$ cat src/rtl/pht_access_ctrl.sv
// pht_access_ctrl
//   Shares the single-port pattern history table between fetch-side lookups
//   and resolve-side 2-bit counter updates. A lookup takes one table cycle.
//   An update is queued in a small FIFO. It is later applied as a
//   read-modify-write that takes two table cycles. This block is the only
//   driver of the table's write and address ports.
//
//   Build option: define PHT_INIT_EN to add an INIT sweep after reset. The
//   sweep writes 2'b01 (weakly not-taken) to every entry. With the macro
//   undefined the FSM enters IDLE directly and the table is left untouched.
//
//   Ports
//     clk, reset           clock; synchronous active-high reset
//     lk_valid/lk_ready    lookup handshake, with lk_set/lk_idx
//     lk_rsp_valid         one-cycle response strobe
//     lk_rsp_cnt           counter value read; lk_rsp_taken is its MSB
//     up_valid/up_ready    update handshake, with up_set/up_idx/up_taken
//     tab_wr_en            table write enable
//     tab_up_data          table write data
//     tab_set_addr         table set address
//     tab_tab_addr         table index address
//     tab_rd_data          table read data, one cycle after the address
//     busy                 FSM not in IDLE or update FIFO non-empty
//
//   state    | meaning
//   ---------+----------------------------------------------------------
//   S_IDLE   | arbitrate: full FIFO > lookup > pending update
//   S_UPD_RD | update address on table, counter being read
//   S_UPD_WR | saturated counter written back to the same address
//   S_INIT   | (PHT_INIT_EN only) sweep all entries with 2'b01
module pht_access_ctrl #(
  parameter int SET_W    = 2,
  parameter int IDX_W    = 6,
  parameter int CNT_W    = 2,
  parameter int UQ_DEPTH = 4
) (
  input  logic             clk,
  input  logic             reset,
  input  logic             lk_valid,
  output logic             lk_ready,
  input  logic [SET_W-1:0] lk_set,
  input  logic [IDX_W-1:0] lk_idx,
  output logic             lk_rsp_valid,
  output logic [CNT_W-1:0] lk_rsp_cnt,
  output logic             lk_rsp_taken,
  input  logic             up_valid,
  output logic             up_ready,
  input  logic [SET_W-1:0] up_set,
  input  logic [IDX_W-1:0] up_idx,
  input  logic             up_taken,
  output logic             tab_wr_en,
  output logic [CNT_W-1:0] tab_up_data,
  output logic [SET_W-1:0] tab_set_addr,
  output logic [IDX_W-1:0] tab_tab_addr,
  input  logic [CNT_W-1:0] tab_rd_data,
  output logic             busy
);

  localparam int PTR_W  = $clog2(UQ_DEPTH);
  localparam int ADDR_W = SET_W + IDX_W;
  localparam logic [PTR_W:0] UQ_FULL_CNT = (PTR_W + 1)'(UQ_DEPTH);

`ifdef PHT_INIT_EN
  typedef enum logic [1:0] {S_IDLE, S_UPD_RD, S_UPD_WR, S_INIT} state_t;
`else
  typedef enum logic [1:0] {S_IDLE, S_UPD_RD, S_UPD_WR} state_t;
`endif

  state_t state_q, state_d;

  logic [SET_W-1:0] uq_set   [UQ_DEPTH];
  logic [IDX_W-1:0] uq_idx   [UQ_DEPTH];
  logic             uq_taken [UQ_DEPTH];
  logic [PTR_W-1:0] wr_ptr_q, rd_ptr_q;
  logic [PTR_W:0]   uq_cnt_q;
  logic             uq_full, uq_empty, push, lk_go, upd_go;

  logic             hold_taken_q, tab_wr_en_q, rsp_pend_q, rsp_valid_q;
  logic [SET_W-1:0] tab_set_q;
  logic [IDX_W-1:0] tab_idx_q;
`ifdef PHT_INIT_EN
  logic [ADDR_W-1:0] init_cnt_q;
  logic              init_wr_q;
`endif

  function automatic logic [CNT_W-1:0] sat_step(input logic [CNT_W-1:0] cnt,
                                                input logic taken);
    if (taken) return (cnt == '1) ? cnt : cnt + 1'b1;
    else       return (cnt == '0) ? cnt : cnt - 1'b1;
  endfunction

  assign uq_full  = (uq_cnt_q == UQ_FULL_CNT);
  assign uq_empty = (uq_cnt_q == '0);
  assign lk_ready = (state_q == S_IDLE) && !uq_full;
`ifdef PHT_INIT_EN
  assign up_ready = !uq_full && (state_q != S_INIT);
`else
  assign up_ready = !uq_full;
`endif
  assign push   = up_valid && up_ready;
  assign lk_go  = lk_valid && lk_ready;
  // A full FIFO blocks lk_ready, so a lookup can only win while space is left.
  assign upd_go = (state_q == S_IDLE) && !lk_go && !uq_empty;

  always_comb begin
    state_d = state_q;
    case (state_q)
      S_IDLE:   if (upd_go) state_d = S_UPD_RD;
      S_UPD_RD: state_d = S_UPD_WR;
      S_UPD_WR: state_d = S_IDLE;
`ifdef PHT_INIT_EN
      S_INIT:   if (init_cnt_q == {ADDR_W{1'b1}}) state_d = S_IDLE;
`endif
      default:  state_d = S_IDLE;
    endcase
  end

  // The counter read returns in the write cycle itself. The write data is
  // therefore formed from tab_rd_data and the registered write enable.
  always_comb begin
    tab_up_data = '0;
    if (tab_wr_en_q) begin
`ifdef PHT_INIT_EN
      tab_up_data = init_wr_q ? CNT_W'(1) : sat_step(tab_rd_data, hold_taken_q);
`else
      tab_up_data = sat_step(tab_rd_data, hold_taken_q);
`endif
    end
  end

  always_ff @(posedge clk) begin
    if (push) begin
      uq_set[wr_ptr_q]   <= up_set;
      uq_idx[wr_ptr_q]   <= up_idx;
      uq_taken[wr_ptr_q] <= up_taken;
    end
  end

  always_ff @(posedge clk) begin
    if (reset) begin
`ifdef PHT_INIT_EN
      state_q    <= S_INIT;
      init_cnt_q <= '0;
      init_wr_q  <= 1'b0;
`else
      state_q    <= S_IDLE;
`endif
      wr_ptr_q     <= '0;
      rd_ptr_q     <= '0;
      uq_cnt_q     <= '0;
      hold_taken_q <= 1'b0;
      tab_wr_en_q  <= 1'b0;
      tab_set_q    <= '0;
      tab_idx_q    <= '0;
      rsp_pend_q   <= 1'b0;
      rsp_valid_q  <= 1'b0;
    end else begin
      state_q     <= state_d;
      rsp_pend_q  <= lk_go;
      rsp_valid_q <= rsp_pend_q;
      tab_wr_en_q <= (state_q == S_UPD_RD);
`ifdef PHT_INIT_EN
      init_wr_q <= 1'b0;
      if (state_q == S_INIT) begin
        tab_wr_en_q              <= 1'b1;
        init_wr_q                <= 1'b1;
        {tab_set_q, tab_idx_q}   <= init_cnt_q;
        init_cnt_q               <= init_cnt_q + 1'b1;
      end
`endif
      if (lk_go) begin
        tab_set_q <= lk_set;
        tab_idx_q <= lk_idx;
      end else if (upd_go) begin
        tab_set_q    <= uq_set[rd_ptr_q];
        tab_idx_q    <= uq_idx[rd_ptr_q];
        hold_taken_q <= uq_taken[rd_ptr_q];
      end
      if (push)   wr_ptr_q <= wr_ptr_q + 1'b1;
      if (upd_go) rd_ptr_q <= rd_ptr_q + 1'b1;
      case ({push, upd_go})
        2'b10:   uq_cnt_q <= uq_cnt_q + 1'b1;
        2'b01:   uq_cnt_q <= uq_cnt_q - 1'b1;
        default: uq_cnt_q <= uq_cnt_q;
      endcase
    end
  end

  assign tab_wr_en    = tab_wr_en_q;
  assign tab_set_addr = tab_set_q;
  assign tab_tab_addr = tab_idx_q;
  assign lk_rsp_valid = rsp_valid_q;
  assign lk_rsp_cnt   = rsp_valid_q ? tab_rd_data : '0;
  assign lk_rsp_taken = lk_rsp_cnt[CNT_W-1];
  assign busy         = (state_q != S_IDLE) || !uq_empty;

endmodule
$ cat config.mk
export PLATFORM = sky130hd
export DESIGN_NAME = pht_access_ctrl
export DESIGN_NICKNAME = d
export VERILOG_FILES = /design/src/rtl/pht_access_ctrl.sv
export SDC_FILE = /design/constraint.sdc
export NUM_CORES = 1
export LEC_CHECK = 0
export CORE_MARGIN = 8
export CORE_UTILIZATION = 56
export CTS_CLUSTER_SIZE = 16
export DETAILED_ROUTE_END_ITERATION = 10
export DONT_BUFFER_PORTS = 1
export PLACE_DENSITY = 0.74
export SYNTH_ARGS = -nofsm -noshare
export SYNTH_HDL_FRONTEND = slang
export SYNTH_SLANG_ARGS = --single-unit
$ cat constraint.sdc
create_clock -name clk -period 2.3 [get_ports clk]
set_input_delay 0.46 -clock clk [delete_from_list [all_inputs] [get_ports clk]]
set_output_delay 0.46 -clock clk [all_outputs]
set_load 0.01 [all_outputs]
== Word level (Yosys, flattened, before mapping) ==
Memories as Yosys holds them, arrays and structs flattened. A register that Yosys moved wholly into a read port is not among the register bits.
Cells that the tools add are included.

* Flip-flop bits (word level): 20
* Bits in writable memories: 36
* Bits of input ports: 23
* Output and inout bits: 18
* Logic and storage cells: 59
* Memories: 3

* Add/sub/neg operators: 6
* Equality and inequality tests: 6
* Multiplexer cells: 18
* Bitwise logic cells: 1
* Reduce and logical (&&, ||, !) cells: 16

{| class="wikitable"
|+ Memory list
! memory !! depth !! width !! rd ports !! clocked after memory_dff !! write ports !! RTL line !! RTL
|-
| uq_idx || 4 || 6 || 1 || 1 || 1 || 72 || <nowiki>logic [IDX_W-1:0] uq_idx [UQ_DEPTH];</nowiki>
|-
| uq_set || 4 || 2 || 1 || 1 || 1 || 71 || <nowiki>logic [SET_W-1:0] uq_set [UQ_DEPTH];</nowiki>
|-
| uq_taken || 4 || 1 || 1 || 1 || 1 || 73 || <nowiki>logic uq_taken [UQ_DEPTH];</nowiki>
|}

{| class="wikitable"
|+ Operators by type and width
! operator !! number
|-
| two-way mux 2 bit || 12
|-
| two-way mux 6 bit || 2
|-
| adder 2 x 1 -> 2 bit (second input constant) || 3
|-
| one-hot mux 3 bit (2 select lines) || 1
|-
| nonzero test 2 bit || 3
|-
| logical AND 1 bit || 5
|-
| == test 2 x 1 -> 1 bit (second input constant) || 2
|-
| == test 2 bit (second input constant) || 2
|-
| zero test 2 bit || 2
|-
| one-hot mux 2 bit (2 select lines) || 1
|-
| adder 3 x 1 -> 3 bit (second input constant) || 1
|-
| == test 3 bit (second input constant) || 1
|-
| zero test 1 bit || 3
|-
| zero test 3 bit || 1
|-
| subtractor 3 x 1 -> 3 bit (second input constant) || 1
|-
| two-way mux 1 bit || 2
|-
| inequality test 2 bit (second input constant) || 1
|-
| AND reduction 2 bit || 1
|-
| subtractor 2 x 1 -> 2 bit (second input constant) || 1
|-
| logical OR 1 bit || 1
|-
| NOT 1 bit || 1
|}

== Longest topological paths before layout ==
* Word-level depth: 9
* Depth in mapped cells: 11
* Mapped depth without buffers: 9

== Worst setup path after synthesis ==
Ideal clock, no wire load.

* Path kind: register -> register
* From: register uq_cnt_q[0]
* To: register uq_cnt_q[2]
* Setup time: 0.071 ns
* Arrival: 2.353 ns
* Data required time: 2.229 ns
* Setup slack: -0.123 ns
* Cell stages (with the launch flop): 12
* Path buffers: 2
* Period minus slack after synthesis: 2.423 ns
* Path through: dfxtp_1 -> buf_6 -> nor3b_1 -> inv_1 -> clkbuf_1 -> nand2_1 -> ha_1 -> inv_1 -> fa_1 -> xor2_1 -> or3_1 -> a21oi_1

* Cells in the longest elaborated chain, start to end: 9
* Elaborated cells between the ends (all ways): 16
* Those cells by class: add/sub: 2; eq/ne: 3; mux: 1; reduce/logical: 10

{| class="wikitable"
|+ RTL lines
! item !! RTL line !! RTL
|-
| start: declaration || 75 || <nowiki>logic [PTR_W:0] uq_cnt_q;</nowiki>
|-
| start signal: assignment || 182 || <nowiki>2'b10: uq_cnt_q <= uq_cnt_q + 1'b1;</nowiki>
|-
| start signal: assignment || 183 || <nowiki>2'b01: uq_cnt_q <= uq_cnt_q - 1'b1;</nowiki>
|-
| start signal: assignment || 184 || <nowiki>default: uq_cnt_q <= uq_cnt_q;</nowiki>
|-
| == test 3 bit (*) || 92 || <nowiki>assign uq_full = (uq_cnt_q == UQ_FULL_CNT);</nowiki>
|-
| zero test 1 bit (*) || 98 || <nowiki>assign up_ready = !uq_full;</nowiki>
|-
| net up_ready || 47 || <nowiki>output logic up_ready,</nowiki>
|-
| logical AND 1 bit || 94 || <nowiki>assign lk_ready = (state_q == S_IDLE) && !uq_full;</nowiki>
|-
| logical AND 1 bit || 101 || <nowiki>assign lk_go = lk_valid && lk_ready;</nowiki>
|-
| zero test 1 bit || 103 || <nowiki>assign upd_go = (state_q == S_IDLE) && !lk_go && !uq_empty;</nowiki>
|-
| logical AND 1 bit (2 in a row) || 103 ||
|-
| == test 2 x 1 -> 1 bit / == test 2 bit (equally long branches) || 181 || <nowiki>case ({push, upd_go})</nowiki>
|-
| one-hot mux 3 bit (2 select lines) / nonzero test 2 bit (equally long branches) || - ||
|}

Mark *: on every way through the listed nets, which the timed path passes. The rest lies on a longest branch.
A chain may end at the register's enable or synchronous reset.

== Final worst setup path ==
* From: register state_q[0]
* To: register uq_cnt_q[2]

* Cells in the longest elaborated chain, start to end: 8
* Elaborated cells between the ends (all ways): 10
* Those cells by class: eq/ne: 2; mux: 1; reduce/logical: 7

{| class="wikitable"
|+ RTL lines
! item !! RTL line !! RTL
|-
| start: declaration || 69 || <nowiki>state_t state_q, state_d;</nowiki>
|-
| start signal: assignment || 158 || <nowiki>state_q <= state_d;</nowiki>
|-
| zero test 2 bit (*) || 94, 103 ||
|-
| logical AND 1 bit || 94 ||
|-
| logical AND 1 bit || 101 ||
|-
| zero test 1 bit || 103 ||
|-
| logical AND 1 bit (*) (2 in a row) || 103 ||
|-
| net upd_go || 76 || <nowiki>logic uq_full, uq_empty, push, lk_go, upd_go;</nowiki>
|-
| == test 2 x 1 -> 1 bit / == test 2 bit (equally long branches) || 181 ||
|-
| one-hot mux 3 bit (2 select lines) / nonzero test 2 bit (equally long branches) || - ||
|}

Marked as above.

==> impl_metrics.env <==
export IMPL_cts_setup_buffers=0
export IMPL_cp_max_fo=6
export IMPL_path_class="reg -> reg"
export IMPL_root_buffer="clkbuf_8"
export IMPL_wirelength_um=5140
export IMPL_synthCells=184
export IMPL_yosysWarnings=0
export IMPL_wl_per_cell_um=21.2
export IMPL_cp_startpoint="state_q[0]"
export IMPL_viasPerCell=6.41
export IMPL_initial_utilization_pct=57.3
export IMPL_grtUsageTotal_pct=16.3
export IMPL_dp_hpwl_um=3490
export IMPL_grt_pass1_wl_um=7910
export IMPL_reg2reg_to="uq_cnt_q[2]"
export IMPL_synth_main_ff_cell="edfxtp_1"
export IMPL_syn_cell_area_um2=2480
export IMPL_slew_headroom_pct=55.2
export IMPL_worst_pin_slew_ns=0.667
export IMPL_drive_above_1_share_pct=19.4
export IMPL_worstPathArrival_ns=2.42
export IMPL_die_x_um=82.5
export IMPL_ctsHoldBuffers=0
export IMPL_io_pins=41
export IMPL_finalCritPeriodShare_pct=93.6
export IMPL_grt_start_max_net_pins=24
export IMPL_numCtsBuffers=9
export IMPL_grt_pass1_vias=1627
export IMPL_p_leak_nw=0.937
export IMPL_fin_ws_ns=0.146
export IMPL_total_power_mw=3.46
export IMPL_dp_slack_ns=0.0548
export IMPL_cts_htree_levels=3
export IMPL_synth_avg_cell_area_um2=13.5
export IMPL_finalWeightedCongestion=0.730
export IMPL_drv_slew=0
export IMPL_max_freq_mhz=464
export IMPL_hold_worst_slack_ns=0.194
export IMPL_synthDistinctLibCells=37
export IMPL_grt_setup_unrepaired="no"
export IMPL_die_area_um2=6810
export IMPL_outcome="complete, no violations"
export IMPL_r2r_slack_ns=0.15
export IMPL_max_cap_violations=0
export IMPL_path_clk_slew_ns=0.07
export IMPL_fin_tns_setup_ns=0
export IMPL_coreArea_um2=4320
export IMPL_synthToLayoutAreaGrowth_pct=9.84
export IMPL_dp_cells=227
export IMPL_drc=0
export IMPL_r2r_cells=8
export IMPL_setup_viol=0
export IMPL_synth_seq_cells=59
export IMPL_critPathCapture="uq_cnt_q[2]"
export IMPL_ir_worst_vdd_mv=0.636
export IMPL_insertedDiodeCount=0
export IMPL_skew_ns=0.00760
export IMPL_num_fill_cells=325
export IMPL_io_buffers=0
export IMPL_drtIter0Drc=164
export IMPL_power_density_nw_per_um2=1270
export IMPL_synthArstFlopShare_pct=0
export IMPL_synth_edf_count=36
export IMPL_hold_violations=0
export IMPL_antenna_found_initial=0
export IMPL_clock_sinks=59
export IMPL_hp_class="in -> reg"
export IMPL_insertion_delay_ns=0.33
export IMPL_rows=24
export IMPL_reg2reg_from="state_q[0]"
export IMPL_cp_required_ns=2.57
export IMPL_final_nets=215
export IMPL_fp_dieH_um=82.5
export IMPL_dr_pass1_iters=4
export IMPL_cp_end_kind="flop"
export IMPL_finalNonFillerCells=243
export IMPL_period_needed_ns=2.15
export IMPL_seq_area_frac_synth_pct=62.2
export IMPL_crit_path_start_kind="flop"
export IMPL_num_vias=1557
export IMPL_grt_remaining_overflow=0
export IMPL_antenna_left=0
export IMPL_clockBufferDepth=2
export IMPL_synth_fp_nets=213
export IMPL_cts_resized=0
export IMPL_cts_tree="yes"
-- cell families after synthesis --
kind of cell / after synthesis / synth area share (%)
AOI/OAI and AO/OA: 40 / 9.94
xor gates and xnor gates: 2 / 0.707
adders and majority gates: 7 / 3.74
buffers and inverters: 21 / 4.29
DFF: 59 / 62.2
muxes: 10 / 8.63
and+or+nand+nor: 45 / 10.5
-- metal layers --
metal | up-vias | part of all wire (%) | GRT usage [%]
li1 | 705 | - | -
met1 | 772 | 37 | 17.4
met2 | 72 | 53 | 26.9
met3 | 8 | 8.6 | 6.17
met4 | 0 | 1.8 | 9.83
met5 | - | 0 | 0
-- where the power goes --
group | switching (mW) | internal, mW | leakage (nW) | total [mW]
clock network | 0.385 | 0.603 | 0.105 | 0.988
logic | 0.553 | 0.423 | 0.312 | 0.976
registers | 0.185 | 1.31 | 0.520 | 1.49
-- critical path, cell delays in order (launching register included) --
cell,delay [ns]
dfxtp_1,0.35
or2_4,0.29
nor3_2,0.18
ha_2,0.21
inv_1,0.05
fa_1,0.37
xor2_1,0.17
or3_1,0.33
a21oi_1,0.14
-- area by class of cell --
class	count	area, um^2	area share, %
Clock buffer	10	128	4.69
Timing Repair Buffer	4	30.0	1.10
Tap cell	52	65.1	2.39
Sequential cell	59	1540	56.7
Clock inverter	6	81.3	2.99
Multi-Input combinational cell	104	846	31.1
Inverter	8	30.0	1.10
-- worst min path at each step --
stage	startpoint	endpoint	slack (ns)	depth (start not counted)
3_5_place_dp	rsp_pend_q	lk_rsp_valid	0.43	1
2_1_floorplan	rsp_pend_q	lk_rsp_valid	0.41	1
3_3_place_gp	rsp_pend_q	lk_rsp_valid	0.42	1
6_report	reset	uq_cnt_q[0]	0.19	1
5_1_grt	reset	uq_cnt_q[0]	0.17	1
4_1_cts	reset	hold_taken_q	0.18	1
-- stage by stage --
step	cell area (um^2)	utilization [%]
2_1_floorplan	2480	-
3_3_place_gp	2500	57.9
3_5_place_dp	2500	57.9
4_1_cts	2710	62.7
5_1_grt	2720	63.0
6_report	2720	63.0
-- state kept, by name, indices dropped and copies added (netlist names), named ones only --
name	count
wr_ptr_q	2
tab_set_addr	2
rsp_pend_q	1
rd_ptr_q	2
uq_cnt_q	3
uq_set	8
uq_idx	24
hold_taken_q	1
lk_rsp_valid	1
state_q	2
tab_wr_en	1
uq_taken	4
tab_tab_addr	6
-- cell usage after synthesis (2+ instances only) --
| cell type | count | area [um^2] |
|---|---|---|
| dfxtp_1 | 23 | 460 |
| edfxtp_1 | 36 | 1080 |
| and2_1 | 3 | 18.8 |
| a21oi_1 | 15 | 75.1 |
| ha_1 | 5 | 62.6 |
| nor3b_1 | 4 | 30.0 |
| mux4_2 | 9 | 203 |
| nand2_1 | 3 | 11.3 |
| and3_1 | 4 | 25.0 |
| nand3_1 | 10 | 50.1 |
| xor2_1 | 2 | 17.5 |
| nor2_1 | 6 | 22.5 |
| nor2b_1 | 2 | 12.5 |
| nand4_1 | 2 | 12.5 |
| inv_1 | 8 | 30.0 |
| o21ai_0 | 13 | 65.1 |
| nor3_1 | 3 | 15.0 |
| a311oi_1 | 7 | 61.3 |
| buf_6 | 3 | 33.8 |
| o31ai_1 | 2 | 15.0 |
| clkbuf_1 | 8 | 30.0 |
-- cells in the final DEF, fill, tap and decap left out, drive strengths merged, types with 2 or more instances in the layout --
cell type,n
nand3,10
nor3,3
a21oi,15
o21ai,13
or4,2
inv,8
bufinv,2
xor2,2
a311oi,8
mux4,9
or3,2
ha,5
buf,4
o31ai,2
nor2b,2
and3,4
dfxtp,23
edfxtp,36
clkbuf,10
nand2,3
clkinv,4
nand4,2
nor2,6
nor3b,4
and2,4
Power figures use the tool's default switching activity.
